--- config.mk ---
export PLATFORM = sky130hd
export DESIGN_NAME = cache_dm_wb_flat
export DESIGN_NICKNAME = d
export VERILOG_FILES = /design/src/rtl/cache_dm_wb_if.sv /design/src/rtl/cache_dm_wb.sv /design/src/flat_wrapper.sv
export SDC_FILE = /design/constraint.sdc
export NUM_CORES = 2
export LEC_CHECK = 0
export ABC_AREA = 1
export BUFFER_PORTS_ARGS = -buffer_cell sky130_fd_sc_hd__buf_4
export CAP_MARGIN = 30
export CORE_MARGIN = 10
export CORE_UTILIZATION = 50
export DETAILED_ROUTE_END_ITERATION = 10
export PLACE_DENSITY = 0.68
export SYNTH_ARGS = -nofsm -noshare
export SYNTH_HDL_FRONTEND = slang
export SYNTH_SLANG_ARGS = --single-unit
--- constraint.sdc ---
create_clock -name clk -period 9.65 [get_ports clk]
set_clock_uncertainty 0.2 [all_clocks]
set_input_delay 0.965 -clock clk [delete_from_list [all_inputs] [get_ports clk]]
set_output_delay 0.965 -clock clk [all_outputs]
set_load 0.02 [all_outputs]
--- src/rtl/cache_dm_wb_if.sv ---
// Core-side and memory-side bus bundle for the direct-mapped write-back cache.
// The master modport is the cache itself; the slave modport is the core/memory environment.
interface cache_dm_wb_if;
  logic         proc_read;
  logic         proc_write;
  logic [29:0]  proc_addr;
  logic [31:0]  proc_wdata;
  logic [31:0]  proc_rdata;
  logic         proc_stall;
  logic         mem_read;
  logic         mem_write;
  logic [27:0]  mem_addr;
  logic [127:0] mem_wdata;
  logic [127:0] mem_rdata;
  logic         mem_ready;

  modport master (
    input  proc_read, proc_write, proc_addr, proc_wdata,
    output proc_rdata, proc_stall,
    output mem_read, mem_write, mem_addr, mem_wdata,
    input  mem_rdata, mem_ready
  );

  modport slave (
    output proc_read, proc_write, proc_addr, proc_wdata,
    input  proc_rdata, proc_stall,
    input  mem_read, mem_write, mem_addr, mem_wdata,
    output mem_rdata, mem_ready
  );
endinterface

--- src/rtl/cache_dm_wb.sv ---
// Direct-mapped, write-back, write-allocate data cache: 32-bit core words over 128-bit memory lines.
// The core request is not latched; the core holds proc_* stable while proc_stall is high.
module cache_dm_wb #(
  parameter int LINE_NUM = 8,
  parameter int INDEX_W  = 3,
  parameter int TAG_W    = 28 - INDEX_W
) (
  input  logic          clk,
  input  logic          rst,
  cache_dm_wb_if.master bus
);

  localparam logic [1:0] S_COMPARE   = 2'd0;
  localparam logic [1:0] S_WRITEBACK = 2'd1;
  localparam logic [1:0] S_ALLOCATE  = 2'd2;

  logic [1:0]          state_r;
  logic [127:0]        data_r [LINE_NUM];
  logic [TAG_W-1:0]    tag_r  [LINE_NUM];
  logic [LINE_NUM-1:0] valid_r;
  logic [LINE_NUM-1:0] dirty_r;

  logic                mem_read_r;
  logic                mem_write_r;
  logic [27:0]         mem_addr_r;
  logic [127:0]        mem_wdata_r;

  logic [INDEX_W-1:0]  idx_s;
  logic [TAG_W-1:0]    tag_s;
  logic [1:0]          off_s;
  logic                hit_s;
  logic                req_s;
  logic                stall_s;

  function automatic logic [31:0] word_get(input logic [127:0] line, input logic [1:0] off);
    return line[{off, 5'd0} +: 32];
  endfunction

  function automatic logic [127:0] word_put(input logic [127:0] line, input logic [1:0] off,
                                            input logic [31:0] w);
    logic [127:0] l;
    l = line;
    l[{off, 5'd0} +: 32] = w;
    return l;
  endfunction

  assign idx_s = bus.proc_addr[INDEX_W+1:2];
  assign tag_s = bus.proc_addr[29:INDEX_W+2];
  assign off_s = bus.proc_addr[1:0];
  assign hit_s = valid_r[idx_s] && (tag_r[idx_s] == tag_s);
  assign req_s = bus.proc_read || bus.proc_write;

  assign bus.proc_rdata = word_get(data_r[idx_s], off_s);
  assign bus.proc_stall = stall_s;
  assign bus.mem_read   = mem_read_r;
  assign bus.mem_write  = mem_write_r;
  assign bus.mem_addr   = mem_addr_r;
  assign bus.mem_wdata  = mem_wdata_r;

  // Stall decode: only a hit (or no request) in COMPARE lets the core proceed.
  always_comb begin
    stall_s = 1'b1;
    case (state_r)
      S_COMPARE: begin
        if (req_s && !hit_s) begin
          stall_s = 1'b1;
        end else begin
          stall_s = 1'b0;
        end
      end
      default: stall_s = 1'b1;
    endcase
  end

  // Miss FSM, line status bits and registered memory-side request.
  always_ff @(posedge clk or posedge rst) begin
    if (rst) begin
      state_r     <= S_COMPARE;
      valid_r     <= '0;
      dirty_r     <= '0;
      mem_read_r  <= 1'b0;
      mem_write_r <= 1'b0;
      mem_addr_r  <= 28'd0;
      mem_wdata_r <= 128'd0;
    end else begin
      case (state_r)
        S_COMPARE: begin
          if (req_s && !hit_s) begin
            if (valid_r[idx_s] && dirty_r[idx_s]) begin
              mem_write_r <= 1'b1;
              mem_addr_r  <= {tag_r[idx_s], idx_s};
              mem_wdata_r <= data_r[idx_s];
              state_r     <= S_WRITEBACK;
            end else begin
              mem_read_r  <= 1'b1;
              mem_addr_r  <= bus.proc_addr[29:2];
              state_r     <= S_ALLOCATE;
            end
          end else if (bus.proc_write && hit_s) begin
            dirty_r[idx_s] <= 1'b1;
          end
        end
        // Writeback completes before the refill is issued, so the two never overlap.
        S_WRITEBACK: begin
          if (bus.mem_ready) begin
            mem_write_r <= 1'b0;
            mem_read_r  <= 1'b1;
            mem_addr_r  <= bus.proc_addr[29:2];
            state_r     <= S_ALLOCATE;
          end
        end
        S_ALLOCATE: begin
          if (bus.mem_ready) begin
            mem_read_r     <= 1'b0;
            valid_r[idx_s] <= 1'b1;
            dirty_r[idx_s] <= 1'b0;
            state_r        <= S_COMPARE;
          end
        end
        default: begin
          mem_read_r  <= 1'b0;
          mem_write_r <= 1'b0;
          state_r     <= S_COMPARE;
        end
      endcase
    end
  end

  // Data and tag arrays: write-hit word merge and line refill; no reset needed.
  always_ff @(posedge clk) begin
    if ((state_r == S_COMPARE) && bus.proc_write && hit_s) begin
      data_r[idx_s] <= word_put(data_r[idx_s], off_s, bus.proc_wdata);
    end else if ((state_r == S_ALLOCATE) && bus.mem_ready) begin
      data_r[idx_s] <= bus.mem_rdata;
      tag_r[idx_s]  <= tag_s;
    end
  end

endmodule

--- src/flat_wrapper.sv ---
// flat-port wrapper written by rule: the top's interface ports become plain ports
module cache_dm_wb_flat 
#(
  parameter int LINE_NUM = 8,
  parameter int INDEX_W  = 3,
  parameter int TAG_W    = 28 - INDEX_W
)
  (clk, rst, bus_proc_read, bus_proc_write, bus_proc_addr, bus_proc_wdata, bus_proc_rdata, bus_proc_stall, bus_mem_read, bus_mem_write, bus_mem_addr, bus_mem_wdata, bus_mem_rdata, bus_mem_ready);
  cache_dm_wb_if bus_i ();
  input  logic clk;
  input  logic rst;
  input wire logic [$bits(bus_i.proc_read)-1:0] bus_proc_read;
  input wire logic [$bits(bus_i.proc_write)-1:0] bus_proc_write;
  input wire logic [$bits(bus_i.proc_addr)-1:0] bus_proc_addr;
  input wire logic [$bits(bus_i.proc_wdata)-1:0] bus_proc_wdata;
  output wire logic [$bits(bus_i.proc_rdata)-1:0] bus_proc_rdata;
  output wire logic [$bits(bus_i.proc_stall)-1:0] bus_proc_stall;
  output wire logic [$bits(bus_i.mem_read)-1:0] bus_mem_read;
  output wire logic [$bits(bus_i.mem_write)-1:0] bus_mem_write;
  output wire logic [$bits(bus_i.mem_addr)-1:0] bus_mem_addr;
  output wire logic [$bits(bus_i.mem_wdata)-1:0] bus_mem_wdata;
  input wire logic [$bits(bus_i.mem_rdata)-1:0] bus_mem_rdata;
  input wire logic [$bits(bus_i.mem_ready)-1:0] bus_mem_ready;
  assign bus_i.proc_read = bus_proc_read;
  assign bus_i.proc_write = bus_proc_write;
  assign bus_i.proc_addr = bus_proc_addr;
  assign bus_i.proc_wdata = bus_proc_wdata;
  assign bus_proc_rdata = bus_i.proc_rdata;
  assign bus_proc_stall = bus_i.proc_stall;
  assign bus_mem_read = bus_i.mem_read;
  assign bus_mem_write = bus_i.mem_write;
  assign bus_mem_addr = bus_i.mem_addr;
  assign bus_mem_wdata = bus_i.mem_wdata;
  assign bus_i.mem_rdata = bus_mem_rdata;
  assign bus_i.mem_ready = bus_mem_ready;
  cache_dm_wb #(.LINE_NUM(LINE_NUM), .INDEX_W(INDEX_W), .TAG_W(TAG_W)) u_core (.clk(clk), .rst(rst), .bus(bus_i));
endmodule
==> impl_metrics.csv <==
group,metric,value,unit
setup_path,crit_required,8.49,ns
floorplan,initial_core_util,0.505,
synth,yosysWarnings,0,
setup_path,rrSetupSlack,5.25,ns
status,run_status,"complete, no violations",
global_routing,grt_start_max_net_pins,164,
synth,synth_cells,4636,
clock_network,cts_tree,"yes",
min_path,hold_path_class,"in2async",
synth,yosysTopAreaCellShare,0.644,
synth,ys_async_sr_fraction,0.126,
synth,yosysSeqAreaShare,0.721,
floorplan,io_pins,386,
clock_network,clock_latency,0.76,ns
route,first_iter_violations,5835,
timing,worst_pin_slew,1.19,ns
placement,place_congestion,0.899,
setup_path,critPathKind,"in2out",
clock_network,cts_sinks,1400,
synth,syn_avg_cell_area,12.3,sq um
floorplan,core_area,113000,sq um
power,power_density,250,nW/um^2
synth,synthFlopType,"edfxtp_1",
timing,final.min_clock_period,6.68,ns
route,postRouteAntennaNets,0,
clock_network,cts_resized,0,
clock_network,cts_made_buffers,143,
clock_network,cts_buffer_depth,3,
timing,tns,0,ns
floorplan,rows,123,
power,vdd_drop_max,0.201,mV
global_routing,grt_use_total,0.292,
setup_path,worstPathArrival,5.51,ns
setup_path,r2r_end,"u_core.data_r[5][78]",
clock_network,clk_pin_slew,0.06,ns
global_routing,overflow,0,
synth,ys_types,35,
timing,fmax,0.150,GHz
global_routing,antenna_found_initial,18,
synth,syn-cell-area,57100,sq um
route,vias,40619,
clock_network,postCtsHoldBufs,0,
timing,final_hold_viol_count,0,
route,drc,0,
route,wl_per_cell,29.1,microns
synth,synth_edf_count,1224,
synth,ys_top_cells_by_area,"edfxtp_1 (64%), dfrtp_1 (7.7%), nand2_1 (6.8%)",
global_routing,grt_pass1_vias,38319,
timing,finalMaxSlewViolations,0,
synth,syn-num-nets,4836,
timing,hold_ws,0.0735,ns
timing,rsz0062_at_grt,"false",
timing,slew_headroom,0.206,
clock_network,cts_setup_buffers,0,
cells_and_area,drive_gt1_frac,0.140,
floorplan,die_w,358,microns
route,dr.pass1.iters,8,
placement,place_hpwl,120000,microns
clock_network,cts.htree.levels,4,
power,cellLeakagePower,25.1,nW
cells_and_area,fin_nets,5158,
floorplan,die_h,358,microns
route,finalWirelength,191000,microns
setup_path,reg2regPathDepth,13,
run,max-cap-violations,0,
placement,port_buffers,385,
setup_path,start_kind,"input port",
setup_path,cp-end-kind,"output port",
cells_and_area,areaGrowthSynthToFinish,15.6,%
floorplan,die_area,128000,sq um
synth,synth-seq-cells,1400,
clock_network,root_buffer,"clkbuf_16",
global_routing,grt_pass1_wl,272000,microns
route,via_per_inst,6.18,
timing,period_share,0.692,
synth,synth_top_cell_by_area,"edfxtp_1",
setup_path,r2r_start,"u_core.tag_r[0][17]",
timing,setup_violations,0,
setup_path,worstPathMaxFanout,48,
-- sequential cells by signal, summed over array words and instances (netlist names), named ones only --
| register | count |
|---|---|
| u_core.bus.mem_read | 1 |
| u_core.bus.mem_addr | 28 |
| u_core.data_r | 1024 |
| u_core.bus.mem_write | 1 |
| u_core.valid_r | 8 |
| u_core.bus.mem_wdata | 128 |
| u_core.tag_r | 200 |
| u_core.state_r | 2 |
-- kinds of logic (layout without fill, tap and decap cells) --
| family | after synthesis | count (layout) | share of synthesized area |
|---|---|---|---|
| DFF | 1400 | 1400 | 0.721 |
| and+or+nand+nor | 1583 | 1583 | 0.115 |
| buffers and inverters | 759 | 1196 | 0.0545 |
| adders and majority gates | 5 | 5 | 0.00110 |
| other | 0 | 4 | 0 |
| AOI/OAI and AO/OA | 889 | 889 | 0.109 |
-- layout by cell type, fill, tap and decap left out, types with 142 or more instances in the layout --
cell type and n:
clkbuf_16 145, dfrtp_1 176, o21ai_1 144, a22o_1 239, nor2_1 273, a221oi_1 142, nand4_1 153, inv_1 456
edfxtp_1 1224, nand2_1 1028, buf_4 447
-- power by group --
| group | total [mW] | switching, mW | internal (mW) | leakage (nW) |
|---|---|---|---|---|
| sequential | 7.84 | 0.292 | 7.55 | 13.3 |
| clock | 5.52 | 2.35 | 3.17 | 2.25 |
| combinational | 3.13 | 2.26 | 0.861 | 9.53 |
| total | 16.5 | 4.91 | 11.6 | 25.1 |
-- routing by layer --
| layer | vias to the layer above | routed length (microns) | part of all wire | GRT usage |
|---|---|---|---|---|
| li1 | 17291 | - | - | - |
| met4 | 16 | 9270 | 0.048 | 0.131 |
| met1 | 19887 | 71900 | 0.38 | 0.396 |
| met2 | 2972 | 82900 | 0.43 | 0.424 |
| met5 | - | 119 | 0.00062 | 0 |
| met3 | 453 | 27200 | 0.14 | 0.0975 |
-- how the worst max path moves through the flow --
stage                      from                         end  slack, ns  cells past startpoint
6_report       bus_proc_addr[3]          bus_proc_rdata[14]       2.97                     13
5_1_grt        bus_proc_addr[3]          bus_proc_rdata[14]       2.92                     13
2_1_floorplan               rst  asynchronous set/reset pin       3.71                      1
3_5_place_dp   bus_proc_addr[3]          bus_proc_rdata[14]       3.16                     13
3_3_place_gp   bus_proc_addr[3]          bus_proc_rdata[14]       3.19                     13
4_1_cts        bus_proc_addr[3]          bus_proc_rdata[14]       3.18                     13
-- worst max-delay path: stages --
cell,delay [ns]
buf_4,0.22
nand2_1,0.33
inv_1,0.57
nand2_1,0.29
inv_4,0.58
buf_4,0.68
nand2_1,0.10
nand4_1,0.16
inv_1,0.08
o21ai_0,0.15
a21oi_1,0.06
nor2_1,0.91
buf_4,0.30
-- per-stage QoR --
step	instances	area, sq um	setup slack, ns	utilization	power [mW]
after global routing	6575	66000	2.92	0.584	17.0
after detailed placement	6310	61300	3.16	0.543	11.0
after global placement	6307	61300	3.19	0.542	11.0
after floorplan	4636	57100	3.71	-	9.52
after CTS	6570	66000	3.18	0.584	16.5
final	6577	66000	2.97	0.584	16.5
-- synthesized netlist by cell type (45+ instances only) --
cell type / count
edfxtp_1: 1224
nand2_1: 1029
inv_1: 474
nor2_1: 285
a22o_1: 239
dfrtp_1: 176
nand4_1: 153
o21ai_1: 144
a221oi_1: 142
a31oi_1: 128
clkbuf_1: 120
o21ai_0: 104
buf_2: 85
nand3_1: 85
a21oi_1: 63
a22oi_1: 45
-- final cells by class --
type,count,area [sq um]
inverter,479,1870
multi-input combinational,2477,12900
antenna,4,10.0
tap,1500,1880
fill,8998,46900
clock inverter,77,812
timing repair buffer,457,3570
sequential,1400,41200
clock buffer,183,3820
Note: power is estimated with default switching activity, not from simulation.
